File: src/rtl/reg_bank_pkg.sv
// Shared FunSel encoding for the register bank and its per-register slices.
package reg_bank_pkg;

  localparam int FS_W = 3;

  typedef enum logic [FS_W-1:0] {
    FS_DEC       = 3'b000,
    FS_INC       = 3'b001,
    FS_LOAD      = 3'b010,
    FS_CLR       = 3'b011,
    FS_LDLO_Z    = 3'b100,
    FS_LDLO_KEEP = 3'b101,
    FS_LDHI_KEEP = 3'b110,
    FS_LDLO_SEXT = 3'b111
  } funsel_e;

endpackage

File: src/rtl/reg_slice.sv
// One bank register: executes FunSel when E is high, result visible one cycle later; no backpressure.
// Optional sticky wrap flag under REG_BANK_WRAP_FLAG_EN.
module reg_slice
  import reg_bank_pkg::*;
#(
  parameter int WIDTH = 16
) (
  input  logic             Clock,
  input  logic             Reset,
  input  logic             E,
  input  logic [FS_W-1:0]  FunSel,
  input  logic [WIDTH-1:0] I,
  output logic [WIDTH-1:0] Q
`ifdef REG_BANK_WRAP_FLAG_EN
  ,
  output logic             Wrap
`endif
);

  localparam int H = WIDTH / 2;

  logic [WIDTH-1:0] r_q, r_d;

  always_comb begin
    r_d = r_q;
    if (E) begin
      case (funsel_e'(FunSel))
        FS_DEC:       r_d = r_q - WIDTH'(1);
        FS_INC:       r_d = r_q + WIDTH'(1);
        FS_LOAD:      r_d = I;
        FS_CLR:       r_d = '0;
        FS_LDLO_Z:    r_d = {{H{1'b0}}, I[H-1:0]};
        FS_LDLO_KEEP: r_d = {r_q[WIDTH-1:H], I[H-1:0]};
        FS_LDHI_KEEP: r_d = {I[H-1:0], r_q[H-1:0]};
        FS_LDLO_SEXT: r_d = {{H{I[H-1]}}, I[H-1:0]};
        default:      r_d = r_q;
      endcase
    end
  end

  always_ff @(posedge Clock) begin
    if (Reset) r_q <= '0;
    else       r_q <= r_d;
  end

  assign Q = r_q;

`ifdef REG_BANK_WRAP_FLAG_EN
  logic wrap_q, wrap_d;

  // Inc/dec only ever set the flag; any load-class op clears it.
  always_comb begin
    wrap_d = wrap_q;
    if (E) begin
      case (funsel_e'(FunSel))
        FS_DEC:  if (r_q == '0) wrap_d = 1'b1;
        FS_INC:  if (r_q == '1) wrap_d = 1'b1;
        default: wrap_d = 1'b0;
      endcase
    end
  end

  always_ff @(posedge Clock) begin
    if (Reset) wrap_q <= 1'b0;
    else       wrap_q <= wrap_d;
  end

  assign Wrap = wrap_q;
`endif

endmodule

File: src/rtl/reg_bank.sv
// NUM_REGS x WIDTH register bank with two combinational read ports; 1-cycle write latency, no backpressure.
// REG_BANK_WRAP_FLAG_EN adds the sticky per-register Wrap output.
module reg_bank
  import reg_bank_pkg::*;
#(
  parameter  int WIDTH    = 16,
  parameter  int NUM_REGS = 4,
  localparam int SEL_W    = $clog2(NUM_REGS)
) (
  input  logic                Clock,
  input  logic                Reset,
  input  logic [WIDTH-1:0]    I,
  input  logic [NUM_REGS-1:0] RegSel,
  input  logic [FS_W-1:0]     FunSel,
  input  logic [SEL_W-1:0]    OutASel,
  input  logic [SEL_W-1:0]    OutBSel,
  output logic [WIDTH-1:0]    OutA,
  output logic [WIDTH-1:0]    OutB
`ifdef REG_BANK_WRAP_FLAG_EN
  ,
  output logic [NUM_REGS-1:0] Wrap
`endif
);

  localparam int NUM_IDX = 2 ** SEL_W;

  // Padded to the full select range so unused indices read back as zero.
  logic [WIDTH-1:0] q_all [NUM_IDX];

  for (genvar k = 0; k < NUM_IDX; k++) begin : g_reg
    if (k < NUM_REGS) begin : g_slice
      reg_slice #(.WIDTH(WIDTH)) u_slice (
        .Clock  (Clock),
        .Reset  (Reset),
        .E      (RegSel[k]),
        .FunSel (FunSel),
        .I      (I),
        .Q      (q_all[k])
`ifdef REG_BANK_WRAP_FLAG_EN
        ,
        .Wrap   (Wrap[k])
`endif
      );
    end else begin : g_pad
      assign q_all[k] = '0;
    end
  end

  assign OutA = q_all[OutASel];
  assign OutB = q_all[OutBSel];

endmodule

File: config.mk
export PLATFORM = sky130hd
export DESIGN_NAME = reg_bank
export DESIGN_NICKNAME = d
export VERILOG_FILES = /design/src/rtl/reg_bank_pkg.sv /design/src/rtl/reg_slice.sv /design/src/rtl/reg_bank.sv
export SDC_FILE = /design/constraint.sdc
export NUM_CORES = 1
export LEC_CHECK = 0
export ABC_AREA = 0
export CAP_MARGIN = 20
export CORE_MARGIN = 2
export CORE_UTILIZATION = 40
export CTS_BUF_LIST = sky130_fd_sc_hd__clkbuf_8
export CTS_CLUSTER_DIAMETER = 40
export DETAILED_ROUTE_END_ITERATION = 10
export GPL_TIMING_DRIVEN = 0
export PLACE_DENSITY = 0.7
export SLEW_MARGIN = 25
export SYNTH_ARGS = -nofsm -noshare
export SYNTH_HDL_FRONTEND = slang
export SYNTH_SLANG_ARGS = --single-unit
export TNS_END_PERCENT = 1
File: constraint.sdc
create_clock -name Clock -period 8.6 [get_ports Clock]
set_input_delay 1.72 -clock Clock [delete_from_list [all_inputs] [get_ports Clock]]
set_output_delay 1.72 -clock Clock [all_outputs]
set_load 0.02 [all_outputs]
==> results of run 1 <==
[tightest hold or removal path: cells and delay by family, from the launching register on]
kind	cells	cell delay [ns]
AND/OR/NAND/NOR	1	0.11
flip-flops	1	0.33
AO/OA/AOI/OAI	1	0.05
[power by group through the flow]
stage / registers [W] / logic (W) / clock network, W
detailed placement: 0.000371 / 0.000593 / 0
global route: 0.000370 / 0.000656 / 0.000250
global placement: 0.000369 / 0.000586 / 0
finish: 0.000367 / 0.000601 / 0.000241
CTS: 0.000364 / 0.000596 / 0.000238
floorplan: 0.000354 / 0.000448 / 0
[worst max path at each step]
stage	cells past startpoint	endpoint	slack, ns	start
2_1_floorplan	12	g_reg[3].g_slice.u_slice.Q[14]	2.97	FunSel[2]
3_3_place_gp	11	g_reg[3].g_slice.u_slice.Q[14]	1.51	FunSel[1]
3_5_place_dp	4	OutB[5]	3.10	OutBSel[1]
4_1_cts	4	OutB[5]	3.09	OutBSel[1]
5_1_grt	4	OutA[10]	3.01	OutASel[1]
6_report	4	OutB[5]	3.14	OutBSel[1]
[cell families after synthesis]
family	Yosys count
adder cells (fa/ha/maj)	70
buffers and inverters	56
XOR/XNOR	41
AO/OA/AOI/OAI	241
AND/OR/NAND/NOR	250
flip-flops	64
multiplexers	51
[cell type report]
type,instances,area share (%)
Buffer,39,2.65
Clock buffer,11,2.00
Clock inverter,4,0.199
Inverter,17,0.844
Multi-Input combinational cell,653,66.4
Sequential cell,64,16.9
Tap cell,216,3.57
Timing Repair Buffer,55,7.41
[metal layers]
layer  vias up  share of wire [%]
met5         -                  0
met4         0                3.1
met3        48                7.8
met2       274                 46
met1      3049                 43
li1       3070                  -
[synth_stat cells (5+ instances only)]
cell	instances	area share, %
a2111oi_0	5	0.67
xnor2_1	23	3.1
and3_1	7	0.67
mux4_2	32	11
dfxtp_1	64	20
and2_1	12	1.1
nor3_1	9	0.69
o21ai_0	44	3.4
mux2i_1	17	2.6
nor2_1	90	5.2
clkbuf_1	25	1.4
nor2b_1	6	0.57
a21oi_1	51	3.9
nand3b_1	5	0.57
a21o_1	16	1.8
o21a_1	7	0.80
a311oi_1	28	3.7
nand2_1	76	4.4
o21bai_1	5	0.57
o211ai_1	10	1.1
or2_2	5	0.48
inv_1	17	0.97
a31oi_1	6	0.57
buf_2	8	0.61
a211oi_1	14	1.6
ha_1	66	13
o22ai_1	12	1.1
xor2_1	18	2.4
nand3_1	16	1.2
[layout by cell type, fill, tap and decap left out, types with 10 or more instances in the layout]
cell,instances
nand2_1,75
a21oi_1,51
o22ai_1,12
clkdlybuf4s50_1,54
o211ai_1,10
a21o_1,16
xnor2_1,23
o21ai_0,44
a211oi_1,14
mux2i_1,17
clkbuf_8,13
dfxtp_1,64
xor2_1,18
nand3_1,16
ha_1,66
mux4_2,32
and2_1,12
inv_1,21
a311oi_1,28
nor2_1,90
clkbuf_1,25
[stage by stage]
| step | setup slack, ns | cell area (µm²) | hold slack, ns | util, % | total power [W] |
|---|---|---|---|---|---|
| after floorplan | 2.97 | 6560 | 0.492 | - | 0.000802 |
| after detailed placement | 3.10 | 7390 | 0.528 | 46.4 | 0.000965 |
| after global routing | 3.01 | 7560 | 0.560 | 47.4 | 0.00128 |
| after global placement | 1.51 | 7370 | 0.510 | 46.2 | 0.000955 |
| final | 3.14 | 7560 | 0.541 | 47.4 | 0.00121 |
| after CTS | 3.09 | 7560 | 0.538 | 47.4 | 0.00120 |
==> qor.csv, run 1 <==
metric,value,unit
outcome,"finished, final reports clean",
cts.sinks,64,
cp-start-kind,primary input,
fin_crit,5.46,ns
finalHoldViolations,0,
power.share.sequential,30.3,%
viasPerCell,6.08,
clock-root-buffer,clkbuf_8,
end_kind,primary output,
relSlewSlack,45.3,%
peakVddDrop,0.0778,mV
ys.flop_type,dfxtp_1,
area_delta_synth_final,15.3,%
worst-r2r-cell-count,9,
r2r_slack,6.15,ns
p_sw,0.000493,W
busiest_layer,met2,
power_density,160,nW/µm²
postCtsResizedCells,0,
die_w,132,µm
grt_max_degree,37,
final_max_slew_viol_count,0,
cp_top_family,buffers and inverters,
synth-seq-cells,64,
antenna_found_initial,0,
grt_pass1_vias,6186,
fp-row-count,46,
met2_usage,40.1,%
nNetsFinal,938,
comb_power_share,49.7,%
worst_clock_skew,0.0113,ns
path_cells,clkbuf_1 -> buf_2 -> mux4_2 -> clkdlybuf4s50_1,
cts_made_buffers,9,
cts_tree,built,
synthAdderAreaFrac,13.8,%
synth_edf_count,0,
initial_core_util,41.1,%
arrival,3.74,ns
drt_pre_antenna_iters,5,
cts_hold_buf,0,
p_sw_share,40.8,%
h-tree-depth,3,
postSynthNetCount,872,
worstHoldEndpoint,g_reg[3].g_slice.u_slice.Q[4],
num_antenna_cells,0,
avgRoutedWirePerCell,20.0,µm
grt_pass1_wl,32800,µm
crit_buf_inv,3,
drive_gt1_share,9.85,%
synthArstFlopShare,0,%
clock_path_buffers,2,
routabilityCongestion,0.927,
clkLatencyLatePin,0.37,ns
instances_no_fill,1059,
drcViolationCount,0,
clk_pin_slew,0.06,ns
hold_class,register to register,
finalCritPeriodShare,63.5,%
synth-compound-area-share,25.5,%
placed_cells,1044,
synthDistinctLibCells,74,
netlist_instances,773,
clock_power_share,19.9,%
grt_util_met3,3.73,%
setup_tns,0,ns
grt_setup_unrepaired,false,
r2r-start,g_reg[0].g_slice.u_slice.Q[0],
grt_usage,23.9,%
r2r-end,g_reg[0].g_slice.u_slice.Q[10],
fillers,1577,
critPathMaxStageDelay,0.59,ns
largest_register_ff_count,64,
cp_slowest_cell,mux4_2,
drv_cap,0,
num_vias,6441,
intPower,0.000716,W
ios,61,
core_area,15900,µm²
drt_iter0_drc,654,
met1_usage,30.9,%
path_max_fanout,10,
multiInputGateArea,5020,µm²
synth_area,6560,µm²
ant_nets,0,
synthSimpleGateAreaFrac,17.7,%
synth_top_family_by_area,compound AO/OA/AOI/OAI gates,
synth_area_per_cell,8.48,µm²
grt_overflow_total,0,
ff_latch_area,1280,µm²
dp_hpwl,16400,µm
portBuffers,54,
seq_area_frac_synth,19.5,%
hold_path_depth,2,
worst_slew_pin_slew,0.820,ns
drt-total-wl,21200,µm
synthMuxAreaShare,13.9,%
synth-xor-area-share,5.48,%
required,6.88,ns
worstHoldStart,g_reg[3].g_slice.u_slice.Q[4],
power_leakage,3.01,nW
die_h,132,µm
crit_type,primary input to primary output,
fmax,183,MHz
cts_setup_buffers,0,
final-setup-viol-count,0,
yosys_warnings,0,
dieArea,17400,µm²
Power figures use the tool's default switching activity.
==> inputs of run 2 (changes only) <==
Settings changed: PLACE_DENSITY 0.7 to 0.72.
Clock period 8.6 ns to 4.55 ns, I/O delays scaled along.
==> run 2 against run 1 <==
Effect of this change:
- total power up 100%
- sequential cell count stayed put
- sequential share of layout area decreased by 0.16 points
- first-iteration DRC count rose by 16%
- clock skew is 0.0014 ns lower
- core utilization up 0.46 points
- die area stayed put
- count of clock-buffer cells in the layout grew 1
- combinational power rose by 91%
- global-route usage increased by 0.19 points
- wire length grew 1.6%
- non-clock buffer count is the same
- critical path type is now primary input to register
==> qor.csv, run 2 (same netlist as run 1, synthesis figures left out) <==
metric,value,unit,change
outcome,"finished, final reports clean",,
hold_path_depth,2,,unchanged
drive_gt1_share,10.4,%,+0.58 points
drv_cap,0,,unchanged
portBuffers,54,,unchanged
end_kind,register,,
finalCritPeriodShare,93.2,%,
cp_top_family,compound AO/OA/AOI/OAI gates,,
cts_made_buffers,9,,unchanged
worst_slew_pin_slew,0.771,ns,-0.0491 ns
worstHoldEndpoint,g_reg[2].g_slice.u_slice.Q[9],,
placed_cells,1044,,unchanged
viasPerCell,6.22,,+2.3%
clk_pin_slew,0.08,ns,+0.02 ns
fillers,1515,,-3.9%
drt_pre_antenna_iters,7,,+2
avgRoutedWirePerCell,20.3,µm,+1.5%
path_max_fanout,38,,+28
crit_buf_inv,2,,-1
cp_slowest_cell,clkdlybuf4s50_1,,
final_max_slew_viol_count,0,,unchanged
met1_usage,31.8,%,+0.83 points
postCtsResizedCells,0,,unchanged
arrival,4.52,ns,+0.78 ns
path_cells,clkdlybuf4s50_1 -> nor2_1 -> nand2_4 -> buf_12 -> fa_1 -> a21oi_1 -> o21ai_1 -> o22ai_1 -> o21ai_1 -> nand3_1 -> mux2_2 -> o32ai_1,,
num_antenna_cells,0,,unchanged
final_common_cell,nor2_1,,
grt_setup_unrepaired,false,,
antenna_found_initial,0,,unchanged
cts_hold_buf,0,,unchanged
drt-total-wl,21500,µm,+1.6%
hold_class,register to register,,
dieArea,17400,µm²,unchanged
cp-start-kind,primary input,,
num_vias,6595,,+2.4%
worst-r2r-cell-count,9,,unchanged
fin_crit,4.24,ns,
cpMostUsedCell,o21ai_1,,
relSlewSlack,48.6,%,+3.3 points
ant_nets,0,,unchanged
final-setup-viol-count,0,,unchanged
dp_hpwl,16400,µm,+0.15%
critPathMaxStageDelay,0.55,ns,-0.04 ns
grt_pass1_vias,6080,,-1.7%
r2r_slack,2.05,ns,-4.10 ns
final_cell_mix,"90 x nor2_1, 75 x nand2_1, 66 x ha_1",,
worst_clock_skew,0.00989,ns,-0.00143 ns
area_delta_synth_final,16.5,%,
r2r-end,g_reg[0].g_slice.u_slice.Q[10],,
r2r-start,g_reg[0].g_slice.u_slice.Q[0],,
drt_iter0_drc,760,,+16%
clock-root-buffer,clkbuf_8,,
nNetsFinal,938,,unchanged
grt_usage,24.1,%,+0.19 points
cts_setup_buffers,0,,unchanged
initial_core_util,41.1,%,unchanged
clock_path_buffers,2,,unchanged
routabilityCongestion,0.908,,-2.0%
power_density,320,nW/µm²,+100%
fin_total_pwr,0.00245,W,+100%
grt_util_met3,3.15,%,-0.58 points
busiest_layer,met2,,
die_h,132,µm,unchanged
finalHoldViolations,0,,unchanged
ios,61,,unchanged
holdWs,0.537,ns,-0.00384 ns
cts.sinks,64,,unchanged
clkLatencyLatePin,0.37,ns,about the same
drcViolationCount,0,,unchanged
required,4.83,ns,-2.05 ns
die_w,132,µm,unchanged
grt_max_degree,39,,+5.4%
fmax,236,MHz,
fp-row-count,46,,unchanged
power_leakage,3.03,nW,+0.48%
instances_no_fill,1060,,+0.094%
peakVddDrop,0.128,mV,+65%
met2_usage,39.9,%,-0.17 points
cts_tree,built,,
h-tree-depth,3,,unchanged
largest_register_ff_count,64,,unchanged
grt_pass1_wl,32900,µm,+0.25%
grt_overflow_total,0,,unchanged
crit_start,FunSel[1],,
crit_type,primary input to register,,
core_area,15900,µm²,unchanged
worstHoldStart,g_reg[2].g_slice.u_slice.Q[9],,
==> run 2: changes by cell type in the layout (fill, tap and decap cells not counted), sizes merged <==
cell / previous run / this run
clkbuf: 38 / 39
bufinv: 0 / 2
clkinvlp: 0 / 2
inv: 21 / 17
==> run 2: cell type report <==
type / instances / area [µm²] / area share [%]
repair buffers: 55 / 561 / 7.34
flip-flops and latches: 64 / 1280 / 16.8
inverters: 17 / 63.8 / 0.836
multi-input cells: 653 / 5020 / 65.7
well taps: 216 / 270 / 3.54
clock inverters: 4 / 75.1 / 0.983
plain buffers: 39 / 200 / 2.62
clock buffers: 12 / 165 / 2.16
==> run 2: where the power goes <==
part	internal, W	switching (W)	leakage [nW]
logic	0.000523	0.000627	2.38
clock network	0.000353	0.000251	0.115
registers	0.000614	0.0000790	0.529
total	0.00149	0.000957	3.03
==> run 2: per-layer routing <==
layer / up-vias / part of all wire [%]
met5: - / 0
met4: 0 / 2.9
met3: 46 / 7.8
met2: 301 / 47
met1: 3166 / 42
li1: 3082 / -
==> run 2: worst max-delay path by stage <==
stage / to / slack, ns / cells after the start
final: g_reg[2].g_slice.u_slice.Q[14] / 0.31 / 12
after global routing: g_reg[2].g_slice.u_slice.Q[14] / 0.14 / 12
after CTS: g_reg[3].g_slice.u_slice.Q[14] / 0.40 / 12
after detailed placement: g_reg[3].g_slice.u_slice.Q[14] / 0.02 / 12
after global placement: g_reg[3].g_slice.u_slice.Q[14] / -0.62 / 11
after floorplan: g_reg[3].g_slice.u_slice.Q[14] / 0.40 / 12
==> run 2: worst register-to-register path, cell delays in order, from the launching register on <==
cell	delay, ns
dfxtp_1	0.49
inv_1	0.12
fa_1	0.46
nor2b_1	0.18
o21ai_0	0.17
a21oi_1	0.23
o21ai_0	0.22
nor2b_1	0.20
xnor2_1	0.18
o22ai_1	0.11
==> run 2: stage by stage <==
step / TNS [ns] / worst slack (ns) / utilization (%) / instance area (µm²)
after floorplan: 0 / 0.401 / - / 6560
after global placement: -16.03 / -0.623 / 46.2 / 7370
after detailed placement: 0 / 0.0221 / 46.4 / 7390
after CTS: 0 / 0.401 / 47.9 / 7630
after global routing: 0 / 0.140 / 47.9 / 7630
final: 0 / 0.309 / 47.9 / 7630
